### src/rtl/elevator_controller_if.sv
// Signal bundle between the elevator scheduler and its environment:
// time-base strobe, call inputs and emergency stop in; request mask,
// car position, display state and SCAN direction out.
interface elevator_controller_if #(
  parameter int FLOORS = 16
) ();
  logic              tick;
  logic [FLOORS-1:0] call_req;
  logic              emergency_stop;
  logic [15:0]       destination;
  logic [3:0]        current_floor;
  logic [1:0]        sim_state;
  logic              dir_up;

  // Environment side: drives time base and calls, observes the car.
  modport master (
    output tick, call_req, emergency_stop,
    input  destination, current_floor, sim_state, dir_up
  );

  // Controller side.
  modport slave (
    input  tick, call_req, emergency_stop,
    output destination, current_floor, sim_state, dir_up
  );
endinterface

### src/rtl/elevator_controller.sv
// Elevator car scheduler: latches floor calls, runs a SCAN (keep-direction)
// policy, steps the car one floor per MOVE_TICKS strobes and holds the door
// open for DOOR_TICKS strobes. All outputs come straight from registers.
module elevator_controller #(
  parameter int FLOORS     = 16,
  parameter int MOVE_TICKS = 8,
  parameter int DOOR_TICKS = 4
) (
  input logic                  clk,
  input logic                  rst,
  elevator_controller_if.slave bus
);

  localparam int MAX_TICKS = (MOVE_TICKS > DOOR_TICKS) ? MOVE_TICKS : DOOR_TICKS;
  localparam int CW        = (MAX_TICKS > 1) ? $clog2(MAX_TICKS) : 1;
  localparam logic [CW-1:0] MOVE_LAST = CW'(MOVE_TICKS - 1);
  localparam logic [CW-1:0] DOOR_LAST = CW'(DOOR_TICKS - 1);
  localparam logic [CW-1:0] CNT_ZERO  = CW'(0);
  localparam logic [CW-1:0] CNT_ONE   = CW'(1);
  localparam logic [3:0]    TOP_FLOOR = 4'(FLOORS - 1);

  typedef enum logic [1:0] {
    S_IDLE = 2'b00,
    S_UP   = 2'b01,
    S_DOWN = 2'b10,
    S_DOOR = 2'b11
  } state_t;

  state_t        state_q, state_d;
  logic [15:0]   pending_q, pending_d;
  logic [3:0]    floor_q, floor_d;
  logic [CW-1:0] cnt_q, cnt_d;
  logic          dir_up_q, dir_up_d;

  logic [15:0]   call_ext_s;
  logic [15:0]   call_s;
  logic [15:0]   clr_s;
  logic [3:0]    next_up_s;
  logic [3:0]    next_dn_s;
  logic          above_s;
  logic          below_s;

  // Any request strictly above floor f.
  function automatic logic any_above(input logic [15:0] p, input logic [3:0] f);
    logic r;
    r = 1'b0;
    for (int i = 0; i < 16; i++) begin
      r = r | (p[i] & (i > int'(f)));
    end
    return r;
  endfunction

  // Any request strictly below floor f.
  function automatic logic any_below(input logic [15:0] p, input logic [3:0] f);
    logic r;
    r = 1'b0;
    for (int i = 0; i < 16; i++) begin
      r = r | (p[i] & (i < int'(f)));
    end
    return r;
  endfunction

  // Zero-extend the call vector to 16 bits so unused floors stay cleared.
  for (genvar g = 0; g < 16; g++) begin : g_call_ext
    if (g < FLOORS) begin : g_used
      assign call_ext_s[g] = bus.call_req[g];
    end else begin : g_unused
      assign call_ext_s[g] = 1'b0;
    end
  end

  assign next_up_s = floor_q + 4'd1;
  assign next_dn_s = floor_q - 4'd1;
  assign above_s   = any_above(pending_q, floor_q);
  assign below_s   = any_below(pending_q, floor_q);

  // Next-state computation for the SCAN state machine, counter and position.
  always_comb begin
    state_d  = state_q;
    floor_d  = floor_q;
    cnt_d    = cnt_q;
    dir_up_d = dir_up_q;
    call_s   = call_ext_s;
    clr_s    = 16'h0000;
    // A call for the floor whose door is open is absorbed rather than latched.
    if (state_q == S_DOOR) begin
      call_s[floor_q] = 1'b0;
    end else begin
      call_s = call_ext_s;
    end
    if (!bus.emergency_stop) begin
      case (state_q)
        S_IDLE: begin
          if (pending_q[floor_q]) begin
            state_d         = S_DOOR;
            clr_s[floor_q]  = 1'b1;
            cnt_d           = CNT_ZERO;
          end else if (above_s && (dir_up_q || !below_s)) begin
            state_d  = S_UP;
            dir_up_d = 1'b1;
            cnt_d    = CNT_ZERO;
          end else if (below_s) begin
            state_d  = S_DOWN;
            dir_up_d = 1'b0;
            cnt_d    = CNT_ZERO;
          end else begin
            state_d = S_IDLE;
          end
        end
        S_UP: begin
          if (bus.tick) begin
            if (cnt_q == MOVE_LAST) begin
              cnt_d = CNT_ZERO;
              if (floor_q == TOP_FLOOR) begin
                state_d = S_IDLE;
              end else begin
                floor_d = next_up_s;
                if (pending_q[next_up_s]) begin
                  state_d          = S_DOOR;
                  clr_s[next_up_s] = 1'b1;
                end else if (any_above(pending_q, next_up_s)) begin
                  state_d = S_UP;
                end else begin
                  state_d = S_IDLE;
                end
              end
            end else begin
              cnt_d = cnt_q + CNT_ONE;
            end
          end else begin
            cnt_d = cnt_q;
          end
        end
        S_DOWN: begin
          if (bus.tick) begin
            if (cnt_q == MOVE_LAST) begin
              cnt_d = CNT_ZERO;
              if (floor_q == 4'd0) begin
                state_d = S_IDLE;
              end else begin
                floor_d = next_dn_s;
                if (pending_q[next_dn_s]) begin
                  state_d          = S_DOOR;
                  clr_s[next_dn_s] = 1'b1;
                end else if (any_below(pending_q, next_dn_s)) begin
                  state_d = S_DOWN;
                end else begin
                  state_d = S_IDLE;
                end
              end
            end else begin
              cnt_d = cnt_q + CNT_ONE;
            end
          end else begin
            cnt_d = cnt_q;
          end
        end
        S_DOOR: begin
          // A fresh call for this floor restarts the full door-open interval.
          if (call_ext_s[floor_q]) begin
            cnt_d = CNT_ZERO;
          end else if (bus.tick) begin
            if (cnt_q == DOOR_LAST) begin
              state_d = S_IDLE;
              cnt_d   = CNT_ZERO;
            end else begin
              cnt_d = cnt_q + CNT_ONE;
            end
          end else begin
            cnt_d = cnt_q;
          end
        end
        default: begin
          state_d = S_IDLE;
          cnt_d   = CNT_ZERO;
        end
      endcase
    end else begin
      state_d = state_q;
    end
  end

  // New calls win over clears, except the absorbed door-floor call above.
  assign pending_d = (pending_q & ~clr_s) | call_s;

  // State registers with asynchronous return to floor 0, idle, no requests.
  always_ff @(posedge clk or negedge rst) begin
    if (!rst) begin
      state_q   <= S_IDLE;
      pending_q <= 16'h0000;
      floor_q   <= 4'd0;
      cnt_q     <= CNT_ZERO;
      dir_up_q  <= 1'b1;
    end else begin
      state_q   <= state_d;
      pending_q <= pending_d;
      floor_q   <= floor_d;
      cnt_q     <= cnt_d;
      dir_up_q  <= dir_up_d;
    end
  end

  assign bus.destination   = pending_q;
  assign bus.current_floor = floor_q;
  assign bus.sim_state     = state_q;
  assign bus.dir_up        = dir_up_q;

endmodule

### src/flat_wrapper.sv
// flat-port wrapper written by rule: the top's interface ports become plain ports
module elevator_controller_flat 
#(
  parameter int FLOORS     = 16,
  parameter int MOVE_TICKS = 8,
  parameter int DOOR_TICKS = 4
)
  (clk, rst, bus_tick, bus_call_req, bus_emergency_stop, bus_destination, bus_current_floor, bus_sim_state, bus_dir_up);
  elevator_controller_if #(.FLOORS(FLOORS)) bus_i ();
  input logic clk;
  input logic rst;
  input wire logic [$bits(bus_i.tick)-1:0] bus_tick;
  input wire logic [$bits(bus_i.call_req)-1:0] bus_call_req;
  input wire logic [$bits(bus_i.emergency_stop)-1:0] bus_emergency_stop;
  output wire logic [$bits(bus_i.destination)-1:0] bus_destination;
  output wire logic [$bits(bus_i.current_floor)-1:0] bus_current_floor;
  output wire logic [$bits(bus_i.sim_state)-1:0] bus_sim_state;
  output wire logic [$bits(bus_i.dir_up)-1:0] bus_dir_up;
  assign bus_i.tick = bus_tick;
  assign bus_i.call_req = bus_call_req;
  assign bus_i.emergency_stop = bus_emergency_stop;
  assign bus_destination = bus_i.destination;
  assign bus_current_floor = bus_i.current_floor;
  assign bus_sim_state = bus_i.sim_state;
  assign bus_dir_up = bus_i.dir_up;
  elevator_controller #(.FLOORS(FLOORS), .MOVE_TICKS(MOVE_TICKS), .DOOR_TICKS(DOOR_TICKS)) u_core (.clk(clk), .rst(rst), .bus(bus_i));
endmodule
### config.mk
export PLATFORM = sky130hd
export DESIGN_NAME = elevator_controller_flat
export DESIGN_NICKNAME = d
export VERILOG_FILES = /design/src/rtl/elevator_controller_if.sv /design/src/rtl/elevator_controller.sv /design/src/flat_wrapper.sv
export SDC_FILE = /design/constraint.sdc
export NUM_CORES = 1
export LEC_CHECK = 0
export CORE_ASPECT_RATIO = 0.5
export CORE_MARGIN = 8
export CORE_UTILIZATION = 30
export CTS_CLUSTER_DIAMETER = 120
export DETAILED_ROUTE_END_ITERATION = 10
export GPL_TIMING_DRIVEN = 0
export PLACE_DENSITY = 0.54
export SETUP_SLACK_MARGIN = 0.2
export SLEW_MARGIN = 40
export SYNTH_ARGS = -nofsm -noshare
export SYNTH_HDL_FRONTEND = slang
export SYNTH_SLANG_ARGS = --single-unit
### constraint.sdc
create_clock -name clk -period 7.2 [get_ports clk]
set_input_delay 1.44 -clock clk [delete_from_list [all_inputs] [get_ports clk]]
set_output_delay 1.44 -clock clk [all_outputs]
set_load 0.01 [all_outputs]
==> flow_metrics.py <==
metrics = {
    "drt": {
        "via_count": 3809,
        "drt-vias-per-instance": 6.26,
        "drc": 0,
        "wl_per_cell_um": 23.9,
        "drt_first_iter_violations": 532,
        "drt-pass1-iter-count": 6,
        "postRouteAntennaNets": 0,
        "totalWireLength_um": 14500,
    },
    "power_and_ir_drop": {
        "power_density_nw_per_um2": 397,
        "cellLeakagePower_nw": 1.48,
        "vdd_ir_drop_max_mv": 0.148,
        "power_mw": 1.66,
    },
    "global_routing": {
        "global_route.usage.total_pct": 18.6,
        "grt_start_max_net_pins": 16,
        "grt_pass1_vias": 3636,
        "global_route_wire_length_before_repair_um": 22200,
        "grt_antenna_before_repair": 0,
        "overflow": 0,
    },
    "worst_setup_path": {
        "crit_chain": "buf_6 -> buf_12 -> buf_6 -> inv_1 -> ha_1 -> inv_2 -> a222oi_1 -> o211ai_1 -> a2111oi_2 -> nor2b_1 -> a221o_2 -> mux2_4",
        "timing.critical_path.fanout_max": 10,
        "endpoint": "u_core.cnt_q[0]$_DFFE_PN0P_",
        "r2r.worst_path.cells": 12,
        "critical_register_to_register_path_endpoint": "u_core.cnt_q[0]$_DFFE_PN0P_",
        "timing.reg2reg.setup_slack_ns": 3.34,
        "critical_path.endpoint_type": "flip-flop",
        "category_of_the_critical_setup_timing_path": "reg2reg",
        "timing.critical_path.arrival_ns": 4.03,
        "critical_path_depth": 12,
        "crit_slowest_cell": "sky130_fd_sc_hd__a2111oi_2",
        "cp-startpoint": "u_core.bus.current_floor[0]$_DFFE_PN0P_",
        "timing.critical_path.from_type": "flip-flop",
        "crit_required_ns": 7.36,
        "crit_path_frequent_cell": "sky130_fd_sc_hd__buf_6",
        "cpLargestDelayFamily": "compound AO/OA/AOI/OAI gates",
        "critical-path-max-stage-delay_ns": 0.88,
        "start_of_the_worst_register_to_register_path": "u_core.bus.current_floor[0]$_DFFE_PN0P_",
        "path_buf_inv": 5,
    },
    "floorplanning": {
        "design.portCount": 43,
        "die_area_um2": 15300,
        "core.rowCount": 27,
        "dieHeight_um": 91.6,
        "chipWidth_um": 167,
        "initial_core_util_pct": 31.0,
        "core_area_um2": 11100,
    },
    "cts": {
        "clock_tree.buffer_depth": 2,
        "cts.htree.levels": 1,
        "post_cts_setup_driven_buffer_insertion_count": 0,
        "ctsHoldBuffers": 0,
        "cts.reportedPaths.clkPinSlew_ns": 0.08,
        "tritoncts": "done",
        "cts_buffers": 3,
        "clock_tree.root_cell": "sky130_fd_sc_hd__clkbuf_16",
        "tritoncts_num_sinks": 26,
        "worstSkewPairLatency_ns": 0.28,
        "postCtsResizedCells": 0,
    },
    "timing": {
        "min_period_ns": 3.86,
        "hold_ws_ns": 0.493,
        "timing.final.crit_share_pct": 53.6,
        "final-max-slew-violation-count": 0,
        "unrepaired_setup_endpoints_after_global_routing": "false",
        "hold_viol_final": 0,
        "setup_viol": 0,
        "clock_skew_ns": 0.00598,
        "worst_slew_pin_slew_ns": 0.914,
        "setup-tns-final_ns": 0,
        "timing.fmax_mhz": 259,
        "worst_slew_margin_rel_pct": 38.9,
        "post-route-worst-setup-slack_ns": 3.34,
    },
    "place": {
        "detailed_place_hpwl_um": 10800,
        "port_buffers": 42,
        "placement.cell_area_um2": 4050,
        "routabilityCongestion": 0.975,
        "post-place-ws_ns": 3.22,
        "dp_cells": 604,
    },
    "synth": {
        "synth_top_family_by_area": "compound AO/OA/AOI/OAI gates",
        "number_of_flops_mapped_to_enable_cells_by_yosys": 0,
        "syn_nets": 452,
        "post_synth_instance_area_um2": 3430,
        "asyncSetResetFlopFracSynth_pct": 100,
        "postSynthRegisterBits": 26,
        "synth.top_cell.area_share_pct": 18.2,
        "synth.area.mux_share_pct": 12.7,
        "synth.avg_cell_area_um2": 8.24,
        "yosys.area_share.simple_pct": 22.7,
        "synthesis.instances": 416,
        "post_synth_fa_ha_maj_area_fraction_pct": 5.84,
        "synth-warning-count": 0,
        "synthXorXnorAreaFrac_pct": 4.05,
        "synth_top_cell_by_area": "sky130_fd_sc_hd__dfrtp_1",
        "share_of_synthesized_area_occupied_by_flip_flops_and_latches_pct": 19.0,
        "ys_types": 81,
        "synthTopCellsByArea": "sky130_fd_sc_hd__dfrtp_1 18%, sky130_fd_sc_hd__ha_1 5.8%, sky130_fd_sc_hd__mux4_2 4.6%",
        "dominantRegCellSynth": "sky130_fd_sc_hd__dfrtp_1",
        "synth_compound_area_share_pct": 27.3,
    },
    "worst_hold_path": {
        "min_path_type": "reg2reg",
        "timing.hold.worst_path_depth": 2,
    },
    "layout": {
        "most-common-layout-cells": "41 x sky130_fd_sc_hd__clkdlybuf4s50_1, 35 x sky130_fd_sc_hd__nand2_1, 30 x sky130_fd_sc_hd__a21oi_1",
        "utilization_pct": 37.7,
        "share_of_layout_cells_above_drive_strength_1_pct": 13.6,
        "area_delta_synth_final_pct": 21.7,
        "antenna-diode-count": 0,
        "layout_commonest_cell": "sky130_fd_sc_hd__clkdlybuf4s50_1",
        "finish.instance_area_um2": 4170,
        "number_of_nets_in_the_final_layout": 500,
        "instances_no_fill": 608,
    },
    "flow_run": {
        "timing.max_cap.violations": 0,
    },
    "run_status": {
        "outcome": "finished clean",
    },
}
[how the worst min path moves through the flow]
stage | slack, ns | start | endpoint
after CTS | 0.50 | u_core.bus.dir_up$_DFFE_PN1P_ | u_core.bus.dir_up$_DFFE_PN1P_
after global placement | 0.49 | u_core.bus.dir_up$_DFFE_PN1P_ | u_core.bus.dir_up$_DFFE_PN1P_
after floorplan | 0.48 | u_core.bus.dir_up$_DFFE_PN1P_ | u_core.bus.dir_up$_DFFE_PN1P_
after detailed placement | 0.49 | u_core.bus.dir_up$_DFFE_PN1P_ | u_core.bus.dir_up$_DFFE_PN1P_
after global routing | 0.52 | u_core.bus.dir_up$_DFFE_PN1P_ | u_core.bus.dir_up$_DFFE_PN1P_
final | 0.49 | u_core.bus.dir_up$_DFFE_PN1P_ | u_core.bus.dir_up$_DFFE_PN1P_
[report_power, final]
part | internal (mW) | switching [mW]
combinational | 0.447 | 0.830
sequential | 0.172 | 0.0311
clock | 0.111 | 0.0634
[worst register-to-register path: cells and delay by family, from the launching register on]
family          cells  cell delay (ns)
flops               1             0.48
buf+inv             5             0.73
compound gates      4             1.63
simple gates        1             0.22
mux                 1             0.31
fa+ha+maj           1             0.38
[state kept, by name, summed over array words and instances, names as in the netlist]
signal,flops
u_core.bus.dir_up,1
u_core.cnt_q,3
u_core.bus.current_floor,4
u_core.bus.sim_state,2
u_core.bus.destination,16
[kinds of logic after synthesis]
kind of cell	after synthesis
flops	26
fa+ha+maj	16
mux	30
buf+inv	52
simple gates	148
compound gates	132
xor+xnor	12
[cells in the mapped netlist, drive strengths merged, types with 4 or more instances]
cell	number
xnor2	9
buf	17
dfrtp	25
o22ai	8
o221ai	4
and2	4
nor2	29
nand4	6
nand3	27
and3	4
o21a	6
nand2b	10
a2111oi	4
o31ai	5
clkbuf	12
a21oi	30
mux4	9
o211ai	7
nor3	13
or2	4
a21boi	4
nor3b	4
o21ai	26
a211oi	4
inv	22
nand2	35
mux2i	15
ha	16
mux2	6
[final cells by class]
type                       count  area [um2]
fill                        1152        6910
multi-input combinational    338        2500
buffer                        29         205
clock inverter                 1        30.0
clock buffer                   3        75.1
timing repair buffer          43         443
inverter                      23        86.3
sequential                    26         652
tap                          145         181
[per-layer routing]
layer | routed length, um | share of wire [%] | track usage (%) | up-vias
met5 | 0 | 0 | 0 | -
met4 | 218 | 1.5 | 4.65 | 0
met3 | 1990 | 14 | 7.34 | 25
met2 | 6040 | 42 | 26.6 | 249
met1 | 6280 | 43 | 25.4 | 1870
li1 | - | - | - | 1665
Power figures use the tool's default switching activity.
